==> config.mk <==
export PLATFORM = sky130hd
export DESIGN_NAME = touch_sample_filter
export DESIGN_NICKNAME = d
export VERILOG_FILES = /design/src/rtl/touch_sample_filter.sv
export SDC_FILE = /design/constraint.sdc
export NUM_CORES = 1
export LEC_CHECK = 0
export ABC_AREA = 1
export BUFFER_PORTS_ARGS = -buffer_cell sky130_fd_sc_hd__buf_2
export CAP_MARGIN = 20
export CORE_MARGIN = 8
export CORE_UTILIZATION = 50
export DETAILED_ROUTE_END_ITERATION = 10
export PLACE_DENSITY_LB_ADDON = 0.12
export SKIP_CTS_REPAIR_TIMING = 1
export SYNTH_ARGS = -nofsm -noshare
export SYNTH_HDL_FRONTEND = slang
export SYNTH_SLANG_ARGS = --single-unit
==> constraint.sdc <==
create_clock -name clk -period 5.9 [get_ports clk]
set_input_delay 0 -clock clk [delete_from_list [all_inputs] [get_ports clk]]
set_output_delay 0 -clock clk [all_outputs]
set_load 0.05 [all_outputs]
==> src/rtl/touch_sample_filter.sv <==
// Pen-down sample averager for the touchscreen ADC: averages 2**LOG2_AVG samples,
// rejects noisy windows by per-axis spread, and emits one point per accepted window.
module touch_sample_filter #(
  parameter int LOG2_AVG   = 2,
  parameter int MAX_SPREAD = 64
) (
  input  logic        clk,
  input  logic        reset,
  input  logic        en,
  input  logic        pen_down,
  input  logic        sample_valid,
  input  logic [11:0] x_raw,
  input  logic [11:0] y_raw,
  output logic        pos_ready,
  output logic [11:0] x_pos,
  output logic [11:0] y_pos,
  output logic        touching,
  output logic [7:0]  reject_cnt
);

  localparam int SUM_W = 12 + LOG2_AVG;
  localparam int CNT_W = LOG2_AVG + 1;
  localparam logic [CNT_W-1:0] LAST_CNT = CNT_W'((1 << LOG2_AVG) - 1);

  typedef enum logic [1:0] {IDLE, ACCUM, EMIT} state_t;

  state_t             state_q, state_d;
  logic [SUM_W-1:0]   sum_x_q, sum_x_d, sum_y_q, sum_y_d;
  logic [11:0]        min_x_q, min_x_d, max_x_q, max_x_d;
  logic [11:0]        min_y_q, min_y_d, max_y_q, max_y_d;
  logic [CNT_W-1:0]   cnt_q, cnt_d;
  logic [11:0]        x_pos_q, x_pos_d, y_pos_q, y_pos_d;
  logic [7:0]         reject_cnt_q, reject_cnt_d;
  logic               pos_ready_q, pos_ready_d;
  logic               touching_q, touching_d;

  logic [SUM_W-1:0]   nx_sum_x, nx_sum_y;
  logic [11:0]        nx_min_x, nx_max_x, nx_min_y, nx_max_y;
  logic               clr_win;

  function automatic logic [11:0] avg_trunc(input logic [SUM_W-1:0] sum);
    avg_trunc = 12'(sum >> LOG2_AVG);
  endfunction

  function automatic logic [7:0] sat_inc8(input logic [7:0] v);
    sat_inc8 = (v == 8'hFF) ? v : v + 8'd1;
  endfunction

  function automatic logic spread_ok(input logic [11:0] mx, input logic [11:0] mn);
    logic [12:0] d;
    d = {1'b0, mx} - {1'b0, mn};
    spread_ok = (d <= 13'(MAX_SPREAD));
  endfunction

  // Window contents as they would be after absorbing the current sample
  always_comb begin
    nx_sum_x = sum_x_q + SUM_W'(x_raw);
    nx_sum_y = sum_y_q + SUM_W'(y_raw);
    nx_min_x = (x_raw < min_x_q) ? x_raw : min_x_q;
    nx_max_x = (x_raw > max_x_q) ? x_raw : max_x_q;
    nx_min_y = (y_raw < min_y_q) ? y_raw : min_y_q;
    nx_max_y = (y_raw > max_y_q) ? y_raw : max_y_q;
  end

  always_comb begin
    state_d      = state_q;
    sum_x_d      = sum_x_q;
    sum_y_d      = sum_y_q;
    min_x_d      = min_x_q;
    max_x_d      = max_x_q;
    min_y_d      = min_y_q;
    max_y_d      = max_y_q;
    cnt_d        = cnt_q;
    x_pos_d      = x_pos_q;
    y_pos_d      = y_pos_q;
    reject_cnt_d = reject_cnt_q;
    clr_win      = 1'b0;

    case (state_q)
      IDLE: begin
        clr_win = 1'b1;
        if (en && pen_down) state_d = ACCUM;
      end
      ACCUM: begin
        // Pen lift / disable wins over a coincident sample
        if (!en || !pen_down) begin
          clr_win = 1'b1;
          state_d = IDLE;
        end else if (sample_valid) begin
          if (cnt_q == LAST_CNT) begin
            clr_win = 1'b1;
            if (spread_ok(nx_max_x, nx_min_x) && spread_ok(nx_max_y, nx_min_y)) begin
              x_pos_d = avg_trunc(nx_sum_x);
              y_pos_d = avg_trunc(nx_sum_y);
              state_d = EMIT;
            end else begin
              reject_cnt_d = sat_inc8(reject_cnt_q);
            end
          end else begin
            sum_x_d = nx_sum_x;
            sum_y_d = nx_sum_y;
            min_x_d = nx_min_x;
            max_x_d = nx_max_x;
            min_y_d = nx_min_y;
            max_y_d = nx_max_y;
            cnt_d   = cnt_q + CNT_W'(1);
          end
        end
      end
      EMIT: begin
        clr_win = 1'b1;
        state_d = (en && pen_down) ? ACCUM : IDLE;
      end
      default: begin
        clr_win = 1'b1;
        state_d = IDLE;
      end
    endcase

    if (clr_win) begin
      sum_x_d = '0;
      sum_y_d = '0;
      min_x_d = 12'hFFF;
      max_x_d = 12'h000;
      min_y_d = 12'hFFF;
      max_y_d = 12'h000;
      cnt_d   = '0;
    end

    pos_ready_d = (state_d == EMIT);
    touching_d  = (state_d != IDLE);
  end

  always_ff @(posedge clk) begin
    if (reset) begin
      state_q      <= IDLE;
      sum_x_q      <= '0;
      sum_y_q      <= '0;
      min_x_q      <= 12'hFFF;
      max_x_q      <= 12'h000;
      min_y_q      <= 12'hFFF;
      max_y_q      <= 12'h000;
      cnt_q        <= '0;
      x_pos_q      <= '0;
      y_pos_q      <= '0;
      reject_cnt_q <= '0;
      pos_ready_q  <= 1'b0;
      touching_q   <= 1'b0;
    end else begin
      state_q      <= state_d;
      sum_x_q      <= sum_x_d;
      sum_y_q      <= sum_y_d;
      min_x_q      <= min_x_d;
      max_x_q      <= max_x_d;
      min_y_q      <= min_y_d;
      max_y_q      <= max_y_d;
      cnt_q        <= cnt_d;
      x_pos_q      <= x_pos_d;
      y_pos_q      <= y_pos_d;
      reject_cnt_q <= reject_cnt_d;
      pos_ready_q  <= pos_ready_d;
      touching_q   <= touching_d;
    end
  end

  assign pos_ready  = pos_ready_q;
  assign x_pos      = x_pos_q;
  assign y_pos      = y_pos_q;
  assign touching   = touching_q;
  assign reject_cnt = reject_cnt_q;

endmodule

==> flow_metrics.tcl, run 1 <==
set metrics [dict create \
    status "finished with violations" \
    violations "negative hold slack" \
    cts_tree "done" \
    synth-edff-count 0 \
    routed_wl_um 20600 \
    yosysWarningCount 0 \
    cts_root_buf "clkbuf_16" \
    vdd_drop_max_mv 0.205 \
    yosysSeqAreaShare 0.269 \
    start_util 0.504 \
    dp_hpwl_um 15200 \
    fin_skew_ns 0.00626 \
    cp_num_buf_inv 4 \
    period_share 0.844 \
    gp_congestion 0.846 \
    fill_cells 1659 \
    via_count 7789 \
    grt.total_usage 0.196 \
    power.leakage_nw 5.04 \
    fin_crit_ns 4.98 \
    grt_antenna_before_repair 0 \
    endpoint_kind "register" \
    rr_worst_depth 33 \
    drcViolationCount 0 \
    cts_made_buffers 17 \
    clkSinkCount 115 \
    fp.dieW_um 147 \
    fin_nets 1447 \
    fmax_ghz 0.201 \
    wl_per_cell_um 13.3 \
    grt_pass1_vias 7282 \
    synth.distinct_cells 44 \
    cp_max_fo 27 \
    yosysMostFrequentCell "nand2_1" \
    ios 63 \
    cts.htree.levels 4 \
    hold-worst-slack_ns -0.0143 \
    syn_to_final_growth_pct 12.3 \
    synth_top_area_frac 0.269 \
    ant_nets 0 \
    ys.flop_type "dfxtp_1" \
    syn_area_um2 8570 \
    cpPeakStageDelay_ns 0.45 \
    port_buffers 62 \
    worst_ep_required_time_ns 6.19 \
    synth_common_cells "nand2_1 (231), inv_1 (200), a21oi_1 (134)" \
    crit_type "register to register" \
    worstMarginPinSlew_ns 1.02 \
    cp_top_family "simple AND/OR/NAND/NOR gates" \
    clockBufferDepth 2 \
    maxCapViolCount 0 \
    rows 48 \
    hold_viol 1 \
    start_kind "register" \
    setup_slack_ns 0.919 \
    seq_area_um2 2300 \
    multi_input_area_um2 5290 \
    hp-class "primary input to register" \
    grt_first_pass_wirelength_um 35200 \
    syn_avg_cell_area_um2 6.74 \
    ys_seq_elements 115 \
    coreArea_um2 17000 \
    overflow 0 \
    grt_max_degree 67 \
    postSynth.asyncResetShare 0 \
    drt_iter0_drc 384 \
    slowest_stage "nand4_4" \
    critPathArrivalTime_ns 5.28 \
    power_density_nw_per_um2 219 \
    dieArea_um2 21600 \
    final_core_util 0.566 \
    max_slew_margin 0.318 \
    synthCells 1272 \
    path_depth 33 \
    n_antenna_cell 0 \
    clkLatencyLatePin_ns 0.42 \
    slew_violations 0 \
    synth.net_count 1398 \
    rsz0062_at_grt "false" \
    cp_common_cell "nand2_1" \
    place_ws_ns 0.757 \
    drive_gt1_frac 0.123 \
    synth_top_cell_by_area "dfxtp_1" \
    setup_tns_ns 0 \
    setup_viol 0 \
    worstHoldPathCells 4 \
    drt_first_pass_iters 5 \
    viasPerCell 5.00 \
    clkSlewWorstSetupHoldPaths_ns 0.06 \
    die_h_um 147 \
    yosys-top-cells-area "dfxtp_1 (27%), ha_1 (14%), nand2_1 (10%), inv_1 (8.8%), a21oi_1 (7.8%)" \
]
## power by group
part	switching, mW	total, mW	internal, mW
registers	0.000345	0.778	0.778
logic	0.211	0.322	0.111
clock network	0.372	1.01	0.634
## worst register-to-register path, delay by kind of cell (launching register included)
kind / cells / cell delay (ns)
simple gates: 20 / 2.51
compound gates: 7 / 1.17
fa+ha+maj: 2 / 0.62
buf+inv: 4 / 0.22
flops: 1 / 0.33
## metrics by stage
stage | instances | instance area (um^2) | power (mW)
2_1_floorplan | 1272 | 8570 | 1.03
3_3_place_gp | 1522 | 9000 | 1.11
3_5_place_dp | 1522 | 9000 | 1.11
4_1_cts | 1552 | 9570 | 2.12
5_1_grt | 1557 | 9620 | 2.20
6_report | 1557 | 9620 | 2.11
## cell usage in the layout (no fill, tap or decap), types with 3 or more instances in the layout
cell type      count
a21oi_1          134
buf_2             62
buf_4              6
clkbuf_16         17
clkinv_2           7
dfxtp_1          115
dlygate4sd3_1      5
ha_1              95
inv_1            198
inv_2              8
nand2_1          230
nand2_2           20
nand2_4            3
nand3_1           47
nand3b_1           3
nand4_1            9
nor2_1           126
nor2_2             4
nor2_4             3
nor3_1            13
nor3_2            21
o211ai_1           5
o21ai_0          119
o21ai_1            6
o21bai_1           5
xnor2_1            8
xor2_1            29
## logic make-up (layout without fill, tap and decap cells)
kind of cell	count (synthesis)	count (layout)	share of synthesized area
AND/OR/NAND/NOR	486	486	0.260
AO/OA/AOI/OAI	286	286	0.175
buffers and inverters	251	311	0.115
flip-flops	115	115	0.269
adder cells (fa/ha/maj)	97	97	0.143
XOR/XNOR	37	37	0.0378
## registers in the layout, indices dropped and copies added, names as in the netlist, 2 cells and up
| signal | cells |
|---|---|
| max_y_q | 12 |
| state_q | 2 |
| reject_cnt | 8 |
| min_x_q | 12 |
| max_x_q | 12 |
| sum_y_q | 14 |
| sum_x_q | 14 |
| x_pos | 12 |
| cnt_q | 3 |
| y_pos | 12 |
| min_y_q | 12 |
## final cells by class
type,instances,area share
Clock buffer,19,0.0471
Clock inverter,11,0.0117
Inverter,208,0.0812
Multi-Input combinational cell,906,0.549
Sequential cell,115,0.239
Tap cell,225,0.0293
Timing Repair Buffer,73,0.0421
## layer usage
layer,global-route usage,part of all wire,wire (um)
met1,0.272,0.52,10700
met3,0.0320,0.031,631
met2,0.308,0.44,9030
met4,0.0556,0.011,229
met5,0,0,0
## final timing paths
path | from | to | slack (ns)
hold reg to reg | state_q[0] | state_q[0] | 0.47
hold / removal | y_raw[0] | sum_y_q[0] | -0.01
setup reg to reg | min_y_q[1] | x_pos[1] | 0.92
setup / recovery | min_y_q[1] | x_pos[1] | 0.92
Power figures use the tool's default switching activity.
==> run 2, diff against run 1 <==
clock period = 4.3 ns   (was 5.9 ns; I/O delays follow)
==> run 2 against run 1 <==
Effect of this change: the flow finishes with violations (negative hold slack, negative setup slack); non-clock buffer count grew 19; via count grew 2.1%; maximum frequency is 14% higher; clock-buffer cell count rose by 1; wire length increased by 5.2%.
==> flow_metrics.tcl, run 2 (same netlist as run 1, synthesis figures left out) <==
set metrics [dict create \
    port_buffers 62 \
    worstHoldPathCells 4 \
    min_from "y_raw[0]" \
    maxCapViolCount 0 \
    slew_violations 0 \
    grt_max_degree 52 \
    overflow 0 \
    pwr-share-seq 0.354 \
    cts.htree.levels 4 \
    cts_root_buf "clkbuf_16" \
    startpoint "min_y_q[1]" \
    cts_tree "done" \
    violations "negative hold slack, negative setup slack" \
    dp_hpwl_um 15300 \
    critPathArrivalTime_ns 4.71 \
    crit_type "register to register" \
    cp_max_fo 12 \
    p_clk_frac 0.486 \
    vdd_drop_max_mv 0.280 \
    period_share 1.01 \
    seq_area_um2 2300 \
    via_count 7953 \
    start_kind "register" \
    path_depth 31 \
    p_int_mw 2.18 \
    fin_skew_ns 0.0117 \
    final_core_util 0.593 \
    clkSinkCount 115 \
    cpPeakStageDelay_ns 0.32 \
    power.leakage_nw 5.20 \
    dpl-instance-area_um2 9080 \
    rsz0062_at_grt "true" \
    top_regs "sum_x_q x14, sum_y_q x14" \
    worst_ep_required_time_ns 4.66 \
    clockBufferDepth 2 \
    coreArea_um2 17000 \
    hold_viol 2 \
    r2r-start "min_y_q[1]" \
    setup_viol 21 \
    fmax_ghz 0.230 \
    p_comb_frac 0.160 \
    endpoint_kind "register" \
    cp_common_cell "nand2_1" \
    p_sw_uw 828 \
    cp_top_family "simple AND/OR/NAND/NOR gates" \
    setup_slack_ns -0.0508 \
    viasPerCell 5.04 \
    multi_input_area_um2 5460 \
    grt.total_usage 0.196 \
    rows 48 \
    power_density_nw_per_um2 299 \
    stdcell_area_um2 10100 \
    dieArea_um2 21600 \
    clkSlewWorstSetupHoldPaths_ns 0.05 \
    cts_made_buffers 17 \
    routed_wl_um 21700 \
    drt_iter0_drc 380 \
    start_util 0.504 \
    clkLatencyLatePin_ns 0.42 \
    die_h_um 147 \
    grt_pass1_vias 7536 \
    syn_to_final_growth_pct 17.6 \
    worstMarginPinSlew_ns 1.35 \
    hp-class "primary input to register" \
    reg2reg_slack_ns -0.05 \
    cp_num_buf_inv 4 \
    p_sw_frac 0.275 \
    fin_nets 1468 \
    wl_per_cell_um 13.8 \
    hold-worst-slack_ns -0.0168 \
    fill_cells 1642 \
    status "finished with violations" \
    grt_first_pass_wirelength_um 35600 \
    final_common_cell "nand2_1" \
    ios 63 \
    drt_first_pass_iters 5 \
    power_mw 3.01 \
    fp.dieW_um 147 \
    rr_worst_depth 31 \
    drcViolationCount 0 \
    gp_congestion 0.848 \
    n_antenna_cell 0 \
    ant_nets 0 \
    drive_gt1_frac 0.168 \
    fin_crit_ns 4.35 \
    slowest_stage "dfxtp_2" \
    final_cell_mix "nand2_1 (214), inv_1 (195), a21oi_1 (128)" \
    grt_antenna_before_repair 0 \
    max_slew_margin 0.0923 \
]
-- run 2: changes by cell type in the layout (fill, tap and decap cells not counted), sizes merged --
cell and change:
buf +17, clkinv -5, clkbuf +4, clkinvlp +3, nand2 +2, bufinv +1
dlygate4sd3 -1
-- run 2: path summary, 6_finish.rpt --
path	end
worst max-delay path	x_pos[3]
worst min register to register	min_y_q[11]
worst max register to register	x_pos[3]
worst min-delay path	sum_y_q[0]
-- run 2: area by class of cell --
type                    count  area share
inverters                 208      0.0775
well taps                 225      0.0279
flip-flops and latches    115       0.229
multi-input cells         908       0.542
clock buffers              20      0.0463
repair buffers             92      0.0641
clock inverters            10      0.0132
-- run 2: layer usage --
layer	vias to the layer above	wire, um	track usage
li1	4260	-	-
met1	3558	10700	0.263
met2	114	10000	0.318
met3	21	720	0.0329
met4	0	294	0.0576
met5	-	0	0
-- run 2: power by group through the flow --
stage | Combinational (mW) | Sequential (mW) | Clock (mW)
after detailed placement | 0.439 | 1.09 | 0
after global placement | 0.438 | 1.09 | 0
after CTS | 0.442 | 1.07 | 1.48
final | 0.482 | 1.07 | 1.46
after floorplan | 0.324 | 1.09 | 0
after global routing | 0.544 | 1.07 | 1.53
-- run 2: per-stage QoR --
stage	hold slack [ns]	std cells	TNS, ns	setup WS [ns]
after floorplan	0.144	1272	0	0.323
after global placement	0.276	1529	0	0.0695
after detailed placement	0.269	1529	-0.539	-0.0415
after CTS	-0.166	1559	-4.65	-0.172
after global routing	0.00314	1578	-12.37	-0.408
final	-0.0168	1578	-0.581	-0.0508
-- run 2: tightest hold or removal path, cell delays in order --
cell and delay (ns):
buf_2 0.12, ha_1 0.13, nor2_1 0.04, nor2_1 0.08
